File: config.mk
export PLATFORM = sky130hd
export DESIGN_NAME = power_spectrum
export DESIGN_NICKNAME = d
export VERILOG_FILES = /design/src/rtl/power_spectrum.sv
export SDC_FILE = /design/constraint.sdc
export NUM_CORES = 1
export LEC_CHECK = 0
export ABC_AREA = 1
export BUFFER_PORTS_ARGS = -buffer_cell sky130_fd_sc_hd__buf_2
export CAP_MARGIN = 30
export CORE_AREA = 2 2 248 201
export CTS_CLUSTER_SIZE = 25
export DETAILED_ROUTE_END_ITERATION = 8
export DIE_AREA = 0 0 250 203
export PLACE_DENSITY = 0.69
export SLEW_MARGIN = 20
export SYNTH_ARGS = -nofsm -noshare
export SYNTH_HDL_FRONTEND = slang
export SYNTH_SLANG_ARGS = --single-unit
File: constraint.sdc
create_clock -name clk -period 5.8 [get_ports clk]
set_input_delay 0.58 -clock clk [delete_from_list [all_inputs] [get_ports clk]]
set_output_delay 0.58 -clock clk [all_outputs]
set_load 0.02 [all_outputs]
File: src/rtl/power_spectrum.sv
// power_spectrum: squared magnitude of the non-redundant FFT bins,
// scaled, saturated and tagged with bin/frame position for the log stage.
module power_spectrum #(
  parameter int I_BW    = 16,
  parameter int O_BW    = 14,
  parameter int N_FFT   = 1024,
  parameter int N_BIN   = 513,
  parameter int N_FRAME = 89,
  parameter int SHIFT   = 17
) (
  input  logic            clk,
  input  logic            rst,
  input  logic [I_BW-1:0] data_re_i,
  input  logic [I_BW-1:0] data_im_i,
  input  logic            di_en,
  output logic [O_BW-1:0] data_o,
  output logic            do_en,
  output logic [9:0]      out_group_idx,
  output logic [6:0]      out_group_num,
  output logic            is_first_out,
  output logic            is_last_out,
  output logic            all_done
);

  localparam int BW = $clog2(N_FFT);
  localparam int PW = 2 * I_BW;

  localparam logic [BW-1:0] BIN_END  = BW'(N_FFT - 1);
  localparam logic [BW-1:0] BIN_LAST = BW'(N_BIN - 1);
  localparam logic [6:0]    FR_LAST  = 7'(N_FRAME - 1);
  localparam logic [PW-1:0] P_MAX    = PW'((1 << (O_BW - 1)) - 1);

  logic [BW-1:0] bin_cnt;
  logic [6:0]    frm_cnt;
  logic          acc;

  logic signed [PW-1:0] re_x;
  logic signed [PW-1:0] im_x;
  logic signed [PW-1:0] sq_re_n;
  logic signed [PW-1:0] sq_im_n;

  logic [PW-1:0] sq_re;
  logic [PW-1:0] sq_im;
  logic [PW-1:0] sum;
  logic [PW-1:0] p;
  logic [O_BW-1:0] sat;

  logic [BW-1:0] idx1;
  logic [6:0]    num1;
  logic          first1;
  logic          last1;
  logic          v1;

  // Bins above N_BIN mirror the lower half and only advance the counter.
  assign acc = di_en && (bin_cnt <= BIN_LAST);

  always_comb begin
    re_x    = {{I_BW{data_re_i[I_BW-1]}}, data_re_i};
    im_x    = {{I_BW{data_im_i[I_BW-1]}}, data_im_i};
    sq_re_n = re_x * re_x;
    sq_im_n = im_x * im_x;
    sum     = sq_re + sq_im;
    p       = sum >> SHIFT;
    sat     = (p > P_MAX) ? P_MAX[O_BW-1:0] : p[O_BW-1:0];
  end

  always_ff @(posedge clk or negedge rst) begin
    if (!rst) begin
      bin_cnt <= '0;
      frm_cnt <= '0;
      v1      <= 1'b0;
      sq_re   <= '0;
      sq_im   <= '0;
      idx1    <= '0;
      num1    <= '0;
      first1  <= 1'b0;
      last1   <= 1'b0;
    end else begin
      v1 <= acc;
      if (di_en) begin
        if (bin_cnt == BIN_END) begin
          bin_cnt <= '0;
          frm_cnt <= (frm_cnt == FR_LAST) ? 7'd0 : frm_cnt + 7'd1;
        end else begin
          bin_cnt <= bin_cnt + BW'(1);
        end
      end
      if (acc) begin
        sq_re  <= $unsigned(sq_re_n);
        sq_im  <= $unsigned(sq_im_n);
        idx1   <= bin_cnt;
        num1   <= frm_cnt;
        first1 <= (bin_cnt == '0);
        last1  <= (bin_cnt == BIN_LAST);
      end
    end
  end

  always_ff @(posedge clk or negedge rst) begin
    if (!rst) begin
      data_o        <= '0;
      do_en         <= 1'b0;
      out_group_idx <= '0;
      out_group_num <= '0;
      is_first_out  <= 1'b0;
      is_last_out   <= 1'b0;
      all_done      <= 1'b0;
    end else begin
      do_en    <= v1;
      all_done <= v1 && last1 && (num1 == FR_LAST);
      if (v1) begin
        data_o        <= sat;
        out_group_idx <= 10'(idx1);
        out_group_num <= num1;
        is_first_out  <= first1;
        is_last_out   <= last1;
      end
    end
  end

endmodule

==> results.sh <==
export IMPL_cts_tree="done"
export IMPL_clk_latency_ps=420
export IMPL_rsz0062_at_grt="false"
export IMPL_grt_start_max_net_pins=83
export IMPL_critPathLaunchType="input pin"
export IMPL_areaGrowthSynthToFinish_pct=12.03
export IMPL_overflow=0
export IMPL_dpl_hpwl_mm=52.47
export IMPL_fin_nets=4353
export IMPL_worstPathArrival_ps=5880
export IMPL_dp_slack_ps=-158.9
export IMPL_clk_path_buf_depth=2
export IMPL_synth_top_cell_area_share=0.3575
export IMPL_drv_slew=0
export IMPL_drt_pass1_iter_count=5
export IMPL_root_buffer="clkbuf_16"
export IMPL_finalHoldViolCount=0
export IMPL_num_vias=20960
export IMPL_postRouteAntennaNets=0
export IMPL_core_mm2=0.04811
export IMPL_drt_iter0_drc=1278
export IMPL_place_congestion=0.8999
export IMPL_synth_seq_cells=132
export IMPL_routed_wl_mm=59.80
export IMPL_status="complete, no violations"
export IMPL_io_buffer_count=69
export IMPL_ys_flop_type="dfrtp_1"
export IMPL_netlist_area_mm2=0.02621
export IMPL_placedInstanceArea_mm2=0.02880
export IMPL_diodes=0
export IMPL_skew_ps=9.667
export IMPL_first_global_vias=21260
export IMPL_yosysMostFrequentCell="inv_1"
export IMPL_final_area_mm2=0.02936
export IMPL_post_cts_buffers=0
export IMPL_clk_pin_slew_ps=60
export IMPL_ys_warnings_count=0
export IMPL_crit_type="input pin to register"
export IMPL_setup_violations=0
export IMPL_postLayoutSetupSlackWorst_ps=234.4
export IMPL_fin_cells=4280
export IMPL_drive_gt1_frac=0.1002
export IMPL_endpoint_kind="register"
export IMPL_htree_levels=4
export IMPL_max_freq_mhz=179.7
export IMPL_syn_nets=4121
export IMPL_initial_core_util=0.5448
export IMPL_drc=0
export IMPL_fin_setup_tns_ps=0
export IMPL_netlist_top_cells_area="fa_1, inv_1, dfrtp_1"
export IMPL_dp_cells=4247
export IMPL_cp_max_fo=10
export IMPL_cts_made_buffers=17
export IMPL_ys_top_cells_by_count="inv_1, nand2_1, fa_1"
export IMPL_slew_headroom=0.4743
export IMPL_maxCapViolations=0
export IMPL_avgViaCountPerCell=4.897
export IMPL_cts_sinks=132
export IMPL_row_count=72
export IMPL_seq_area_frac_synth=0.1260
export IMPL_finalCriticalPeriod_ps=5566
export IMPL_synth_edf_count=0
export IMPL_syn_inst=3406
export IMPL_period_share=0.9596
export IMPL_hp_class="input pin to async pin"
export IMPL_yosysTopAreaCell="fa_1"
export IMPL_required_ps=6110
export IMPL_track_usage=0.2521
export IMPL_fp_dieW_um=250
export IMPL_worst_pin_slew_ps=788.5
export IMPL_synth_cell_types=38
export IMPL_dieHeight_um=203
export IMPL_synth_async_reset_ratio=1.000
export IMPL_antenna_found_initial=0
export IMPL_die_area_mm2=0.05075
export IMPL_grt_pass1_wl_mm=104.5
export IMPL_ios=70
export IMPL_wire_per_inst_um=13.97
export IMPL_avgSynthCellArea_um2=7.695
## placed cells by master, fill, tap and decap left out, types with 5 or more instances in the layout
cell type  synthesis  routed
nand3b_1          14      14
nand4_1           35      35
o21ai_1           18      18
xor2_1            31      31
nand3_1          130     130
clkinv_2           0       5
and2_1             5       5
fa_1             468     465
o21ai_0           57      57
o21bai_1          24      24
ha_1             212     212
nand2_1          876     876
nor3_1            26      26
buf_2              8      68
inv_1            946     946
a21oi_1           92      92
xnor2_1           28      28
a21o_1             7       7
or2_2             19      19
buf_4              0     226
clkbuf_16          0      17
nor2_1           170     170
buf_12             0       6
dfrtp_1          132     132
nor4_1             5       5
## what timing repair did
action	CTS	global route
endpoints found under the setup margin	0	1
hold buffers	0	0
endpoints found under the hold margin	0	0
resized for setup	0	1
## layout make-up
cell class                 instances  area (um2)
clock buffer                      23       467.9
tap                              629       787.0
sequential                       132        3303
clock inverter                     9       78.83
timing repair buffer             301        2168
inverter                         951        3570
multi-input combinational       2235       18990
fill                            4367       18740
## critical path, stage by stage
cell,delay (ps)
buf_2,260
nand2_1,160
fa_1,540
fa_1,520
fa_1,520
inv_1,60
fa_1,500
fa_1,500
inv_1,50
fa_1,490
inv_1,50
ha_1,320
a21oi_1,270
buf_4,160
o21ai_0,90
a21oi_1,250
nand3_1,120
or2_2,280
nand3_1,70
nand2_1,60
## metrics by stage
| stage | util | hold slack, ps |
|---|---|---|
| final | 0.6104 | 116.2 |
| after global routing | 0.6104 | 153.3 |
| after CTS | 0.6100 | 130.2 |
| after detailed placement | 0.5986 | 453.6 |
| after global placement | 0.5986 | 450.4 |
| after floorplan | - | 284.4 |
## final timing paths
kind | start | to | slack (ps) | cells past startpoint
max | data_re_i[12] | sq_re[21]$_DFFE_PN0P_ | 230 | 20
min | rst | sq_re[3]$_DFFE_PN0P_ | 120 | 1
max reg2reg | bin_cnt[0]$_DFFE_PN0P_ | sq_im[13]$_DFFE_PN0P_ | 3320 | 10
min reg2reg | is_last_out$_DFFE_PN0P_ | is_last_out$_DFFE_PN0P_ | 460 | 2
max in group asynchronous | rst | bin_cnt[0]$_DFFE_PN0P_ | 4600 | 3
min in group clk | di_en | bin_cnt[0]$_DFFE_PN0P_ | 450 | 2
## sequential cells by signal, indices dropped and copies added, names as in the netlist
| name | count |
|---|---|
| all_done | 1 |
| bin_cnt | 10 |
| data_o | 14 |
| do_en | 1 |
| first1 | 1 |
| frm_cnt | 7 |
| idx1 | 10 |
| is_first_out | 1 |
| is_last_out | 1 |
| last1 | 1 |
| num1 | 7 |
| out_group_idx | 10 |
| out_group_num | 7 |
| sq_im | 30 |
| sq_re | 30 |
| v1 | 1 |
## kinds of logic (layout without fill, tap and decap cells)
group | Yosys count | in the layout | share of synthesized area
flops | 132 | 132 | 0.1260
buf+inv | 1039 | 1284 | 0.1498
xor+xnor | 59 | 59 | 0.01972
fa+ha+maj | 680 | 680 | 0.4587
compound gates | 207 | 207 | 0.04354
simple gates | 1289 | 1289 | 0.2023
## layer usage
metal,global-route usage,share of wire
met1,0.3903,0.51
met2,0.3877,0.43
met3,0.02987,0.055
met4,0.03956,0.010
met5,0,0
Power is left out: the tool's default activity adds up to more than one toggle a clock period on the data nets, which glitch-free logic cannot reach.
